## config.mk

```make
export PLATFORM = sky130hd
export DESIGN_NAME = fltr_sched
export DESIGN_NICKNAME = d
export VERILOG_FILES = /design/src/rtl/fltr_pkg.sv /design/src/rtl/fltr_core.sv /design/src/rtl/fltr_sched.sv
export SDC_FILE = /design/constraint.sdc
export NUM_CORES = 1
export LEC_CHECK = 0
export BUFFER_PORTS_ARGS = -buffer_cell sky130_fd_sc_hd__buf_4
export CELL_PAD_IN_SITES_DETAIL_PLACEMENT = 0
export CELL_PAD_IN_SITES_GLOBAL_PLACEMENT = 1
export CORE_AREA = 5 5 68 70
export CTS_BUF_LIST = sky130_fd_sc_hd__clkbuf_8
export CTS_CLUSTER_SIZE = 40
export DETAILED_ROUTE_END_ITERATION = 10
export DIE_AREA = 0 0 73 75
export PLACE_DENSITY = 0.66
export SKIP_CTS_REPAIR_TIMING = 1
export SKIP_LAST_GASP = 1
export SYNTH_ARGS = -nofsm -noshare
export SYNTH_HDL_FRONTEND = slang
export SYNTH_SLANG_ARGS = --single-unit
```

## constraint.sdc

```tcl
create_clock -name clk -period 4.5 [get_ports clk]
set_input_delay 0 -clock clk [delete_from_list [all_inputs] [get_ports clk]]
set_output_delay 0 -clock clk [all_outputs]
set_load 0.1 [all_outputs]
```

## src/rtl/fltr_pkg.sv

```systemverilog
// Shared types and default constants for the round-robin debounce filter scheduler.
package fltr_pkg;

  localparam int N_CH_DEF   = 4;
  localparam int THRESH_DEF = 3;
  localparam int CNT_W_DEF  = 4;

  typedef logic [$clog2(N_CH_DEF)-1:0] ch_idx_t;
  typedef logic [CNT_W_DEF-1:0]        cnt_t;
  typedef logic [15:0]                 stat_t;

  localparam stat_t STAT_MAX = 16'hFFFF;

endpackage

```

## src/rtl/fltr_core.sv

```systemverilog
// Per-sample debounce rule for one channel context. This block is purely combinational
// and is shared by all channels through the scheduler's context mux.
module fltr_core #(
  parameter int CNT_W  = 4,
  parameter int THRESH = 3
) (
  input  logic             sample,
  input  logic             out_cur,
  input  logic [CNT_W-1:0] cnt_cur,
  output logic             out_nxt,
  output logic [CNT_W-1:0] cnt_nxt,
  output logic             flip
);

  logic [CNT_W:0] cnt_inc;

  // NOTE: every output gets a default first so no path leaves a latch.
  always_comb begin
    out_nxt = out_cur;
    cnt_nxt = '0;
    flip    = 1'b0;
    cnt_inc = {1'b0, cnt_cur} + (CNT_W+1)'(1);
    if (sample != out_cur) begin
      if (cnt_inc == (CNT_W+1)'(THRESH)) begin
        out_nxt = sample;
        flip    = 1'b1;
      end else begin
        cnt_nxt = cnt_inc[CNT_W-1:0];
      end
    end
  end

endmodule

```

## src/rtl/fltr_sched.sv

```systemverilog
// Round-robin scheduler time-sharing one fltr_core over N_CH channel contexts.
// Optional per-channel flip statistics are enabled by defining FLTR_SCHED_STAT_EN.
module fltr_sched
  import fltr_pkg::*;
#(
  parameter int N_CH   = N_CH_DEF,
  parameter int THRESH = THRESH_DEF,
  parameter int CNT_W  = CNT_W_DEF,
  localparam int PW    = $clog2(N_CH)
) (
  input  logic            clk,
  input  logic            reset,
  input  logic            enable,
  input  logic [N_CH-1:0] in,
  output logic [N_CH-1:0] out,
  output logic [N_CH-1:0] out_vld,
  output logic [PW-1:0]   cur_ch
`ifdef FLTR_SCHED_STAT_EN
  ,
  input  logic [PW-1:0]   stat_sel,
  output stat_t           stat_cnt
`endif
);

  logic [CNT_W-1:0] cnt_q [N_CH];
  logic [CNT_W-1:0] cnt_d [N_CH];
  logic [N_CH-1:0]  out_q, out_d;
  logic [N_CH-1:0]  vld_q, vld_d;
  logic [PW-1:0]    ptr_q, ptr_d;

  logic             core_out;
  logic [CNT_W-1:0] core_cnt;
  logic             core_flip;

  fltr_core #(.CNT_W(CNT_W), .THRESH(THRESH)) u_core (
    .sample  (in[ptr_q]),
    .out_cur (out_q[ptr_q]),
    .cnt_cur (cnt_q[ptr_q]),
    .out_nxt (core_out),
    .cnt_nxt (core_cnt),
    .flip    (core_flip)
  );

  always_comb begin
    cnt_d = cnt_q;
    out_d = out_q;
    vld_d = '0;
    ptr_d = ptr_q;
    if (enable) begin
      cnt_d[ptr_q] = core_cnt;
      out_d[ptr_q] = core_out;
      vld_d[ptr_q] = 1'b1;
      ptr_d        = (ptr_q == PW'(N_CH-1)) ? '0 : ptr_q + PW'(1);
    end
  end

  // NOTE: the context array must be reset as a whole, so it maps to flops rather than RAM.
  always_ff @(posedge clk or posedge reset) begin
    if (reset) begin
      for (int i = 0; i < N_CH; i++) cnt_q[i] <= '0;
      out_q <= '0;
      vld_q <= '0;
      ptr_q <= '0;
    end else begin
      // NOTE: state updates use non-blocking assignment so all flops sample together.
      cnt_q <= cnt_d;
      out_q <= out_d;
      vld_q <= vld_d;
      ptr_q <= ptr_d;
    end
  end

  assign out     = out_q;
  assign out_vld = vld_q;
  assign cur_ch  = ptr_q;

`ifdef FLTR_SCHED_STAT_EN
  stat_t stat_q [N_CH];
  stat_t stat_d [N_CH];

  always_comb begin
    stat_d = stat_q;
    if (enable && core_flip && stat_q[ptr_q] != STAT_MAX)
      stat_d[ptr_q] = stat_q[ptr_q] + 16'd1;
  end

  always_ff @(posedge clk or posedge reset) begin
    if (reset) begin
      for (int i = 0; i < N_CH; i++) stat_q[i] <= '0;
    end else begin
      stat_q <= stat_d;
    end
  end

  assign stat_cnt = (int'(stat_sel) < N_CH) ? stat_q[stat_sel] : '0;
`endif

endmodule

```

==> flow_summary.ini <==
[sta]
hold-worst-slack_ns = -0.04128
clock.fmax_mhz = 319.3
max_slew_margin = 0.3472
hold_violations = 26
fin_tns_setup_ns = 0
period_share = 0.6959
report.final.slew_viol_count = 0
rsz0062_at_grt = no
tightest_slew_ns = 0.9782
fin_skew_ns = 0.004622
finalSetupViolCount = 0
post-route-min-period_ns = 3.131

[cells_and_area]
diodes = 0
final_core_util = 0.4041
syn_to_final_growth_pct = 18.57
instances_no_fill = 180
fin_area_mm2 = 0.001582
drive_gt1_frac = 0.3000
nets = 144

[floorplanning]
die-height_um = 75
die_x_um = 73
io_pins = 17
die_area_mm2 = 0.005475
rows = 23
coreArea_mm2 = 0.003914
start_util = 0.3408

[drt]
drt_first_iter_violations = 14
routed_wl_um = 2608
drt-wirelength-per-cell_um = 14.49
vias_per_cell = 4.867
ant_nets = 0
vias = 876
route.detailed.drc = 0
first_pass_iters = 4

[synthesis]
synthTopCellsByCount = 26 x dfrtp_1, 20 x nand2_1, 10 x mux2_2, 8 x inv_1, 8 x o31ai_1
syn-num-nets = 124
netlist.top_cell.by_area = dfrtp_1
avgSynthCellArea_um2 = 12.02
synthTopCellsByArea = dfrtp_1 49%, mux2_2 8.4%, mux4_2 6.8%, ha_1 5.6%, nand2_1 5.6%
syn_area_mm2 = 0.001334
synthCells = 111
ys_seq_area_frac = 0.4878
synth.most_common_cell = dfrtp_1
ys_types = 23
synth_edf_count = 0
yosys_most_used_dff = dfrtp_1
ys_async_sr_fraction = 1.000
yosysWarnings = 0
synth_top_area_frac = 0.4878
synth_seq_cells = 26

[clocking]
clkLatencyLatePin_ns = 0.27
cts.sink_count = 26
cts_made_buffers = 3
cts_tree = done
cts_buffer_depth = 2
h-tree-depth = 1
cts-root-buf = clkbuf_8
path_clk_slew_ns = 0.09

[global_route]
grt_max_degree = 27
grt_pass1_vias = 893
grt_pass1_wl_um = 4491
grt_usage = 0.1087
grt-ovfl-total = 0
antenna_found_initial = 0

[power_and_ir_drop]
seqPwrFrac = 0.315
internal-power_uw = 635.7
comb_power_share = 0.525
power_switching_uw = 551.8
power.density_mw_per_mm2 = 750.9
p_sw_frac = 0.4647
clkPwrFrac = 0.160
p_leak_uw = 0.0007371
ir_worst_vdd_mv = 0.3811

[setup_path]
arrival_ns = 3.28
path_max_fanout = 14
worstPathRequired_ns = 4.64
end_kind = register
critical_path_class = register to register
critPathLaunchType = register

[placement]
hpwl_um = 1962
place.gp.congestion = 0.7540
dpl.cell_count = 175
dpl_cell_area_mm2 = 0.001500
io_buffers = 16

[run_status]
status = complete, but fails checks
failed_checks = hold timing

[min_path]
hp-class = input pin to async pin

[job]
cap_violations = 0
==> worst max-delay path: stages (launching register included) <==
cell	delay [ns]
dfrtp_1	0.71
mux4_2	0.63
inv_1	0.08
ha_1	0.21
or3b_2	0.46
o22a_1	0.23
o32ai_4	0.16
mux2i_1	0.42
o21ai_1	0.12
==> path summary, 6_finish.rpt <==
| kind | to | cells past startpoint | startpoint | slack (ns) |
|---|---|---|---|---|
| min reg2reg | cnt_q[11]$_DFFE_PP0P_ | 2 | cnt_q[11]$_DFFE_PP0P_ | 0.48 |
| min | cur_ch[0]$_DFFE_PP0P_ | 2 | reset | -0.04 |
| max reg2reg | out[1]$_DFFE_PP0P_ | 8 | cur_ch[0]$_DFFE_PP0P_ | 1.37 |
| max in group asynchronous | cnt_q[6]$_DFFE_PP0P_ | 2 | reset | 3.95 |
| max | out[1]$_DFFE_PP0P_ | 8 | cur_ch[0]$_DFFE_PP0P_ | 1.37 |
| min in group clk | out[0]$_DFFE_PP0P_ | 4 | in[0] | 0.40 |
==> state kept, by name (all words and copies together), names as in the netlist <==
register and count:
cnt_q 16, cur_ch 2, out 4, out_vld 4
==> stage by stage <==
stage               total power (uW)  setup slack (ns)  hold slack [ns]
detailed placement              1010             1.388           0.2464
finish                          1188             1.369         -0.04128
CTS                             1203             1.358         -0.04561
global placement               999.5             1.518           0.2482
floorplan                      876.8             1.161          0.04002
global route                    1271             1.154          0.06675
==> area by class of cell <==
class	instances	area [um^2]
fill	411	2332
sequential	26	650.6
multi-input combinational	74	633.1
timing repair buffer	17	130.1
tap	50	62.56
clock buffer	3	41.29
inverter	9	33.78
clock inverter	1	30.03
==> cells in the final DEF, fill, tap and decap left out <==
master	synthesis	layout
dfrtp_1	26	26
nand2_1	20	20
buf_4	0	16
mux2_2	10	10
inv_1	8	8
o31ai_1	8	8
ha_1	6	6
mux2i_1	5	5
mux4_2	4	4
o21ai_1	4	4
o22a_1	3	3
clkbuf_8	0	3
xnor2_1	2	2
nand2b_1	2	2
nor3_1	2	2
o21ai_0	2	2
xnor2_2	1	1
inv_2	1	1
and2_4	1	1
or3b_2	1	1
nand3b_1	1	1
o32ai_4	1	1
nand3_1	1	1
bufinv_16	0	1
dlygate4sd3_1	0	1
==> metal layers <==
metal | GRT usage | vias up | routed length [um]
li1 | - | 431 | -
met1 | 0.1447 | 432 | 1187
met3 | 0.01736 | 4 | 48
met2 | 0.1807 | 9 | 1340
met4 | 0.03689 | 0 | 31
met5 | 0 | - | 0
==> power by group through the flow <==
stage / clock network, uW / logic [uW] / registers (uW)
after floorplan: 0 / 350 / 527
after global placement: 0 / 620 / 379
after detailed placement: 0 / 629 / 380
after CTS: 197 / 631 / 375
after global routing: 205 / 677 / 389
final: 190 / 623 / 374
==> logic make-up (layout without fill, tap and decap cells) <==
family | after synthesis | in the layout | synth area share
fa+ha+maj | 6 | 6 | 0.05628
xor+xnor | 3 | 3 | 0.02533
buf+inv | 11 | 30 | 0.03752
flops | 26 | 26 | 0.4878
compound gates | 18 | 18 | 0.1079
simple gates | 28 | 28 | 0.09568
mux | 19 | 19 | 0.1895
Power figures use the tool's default switching activity.
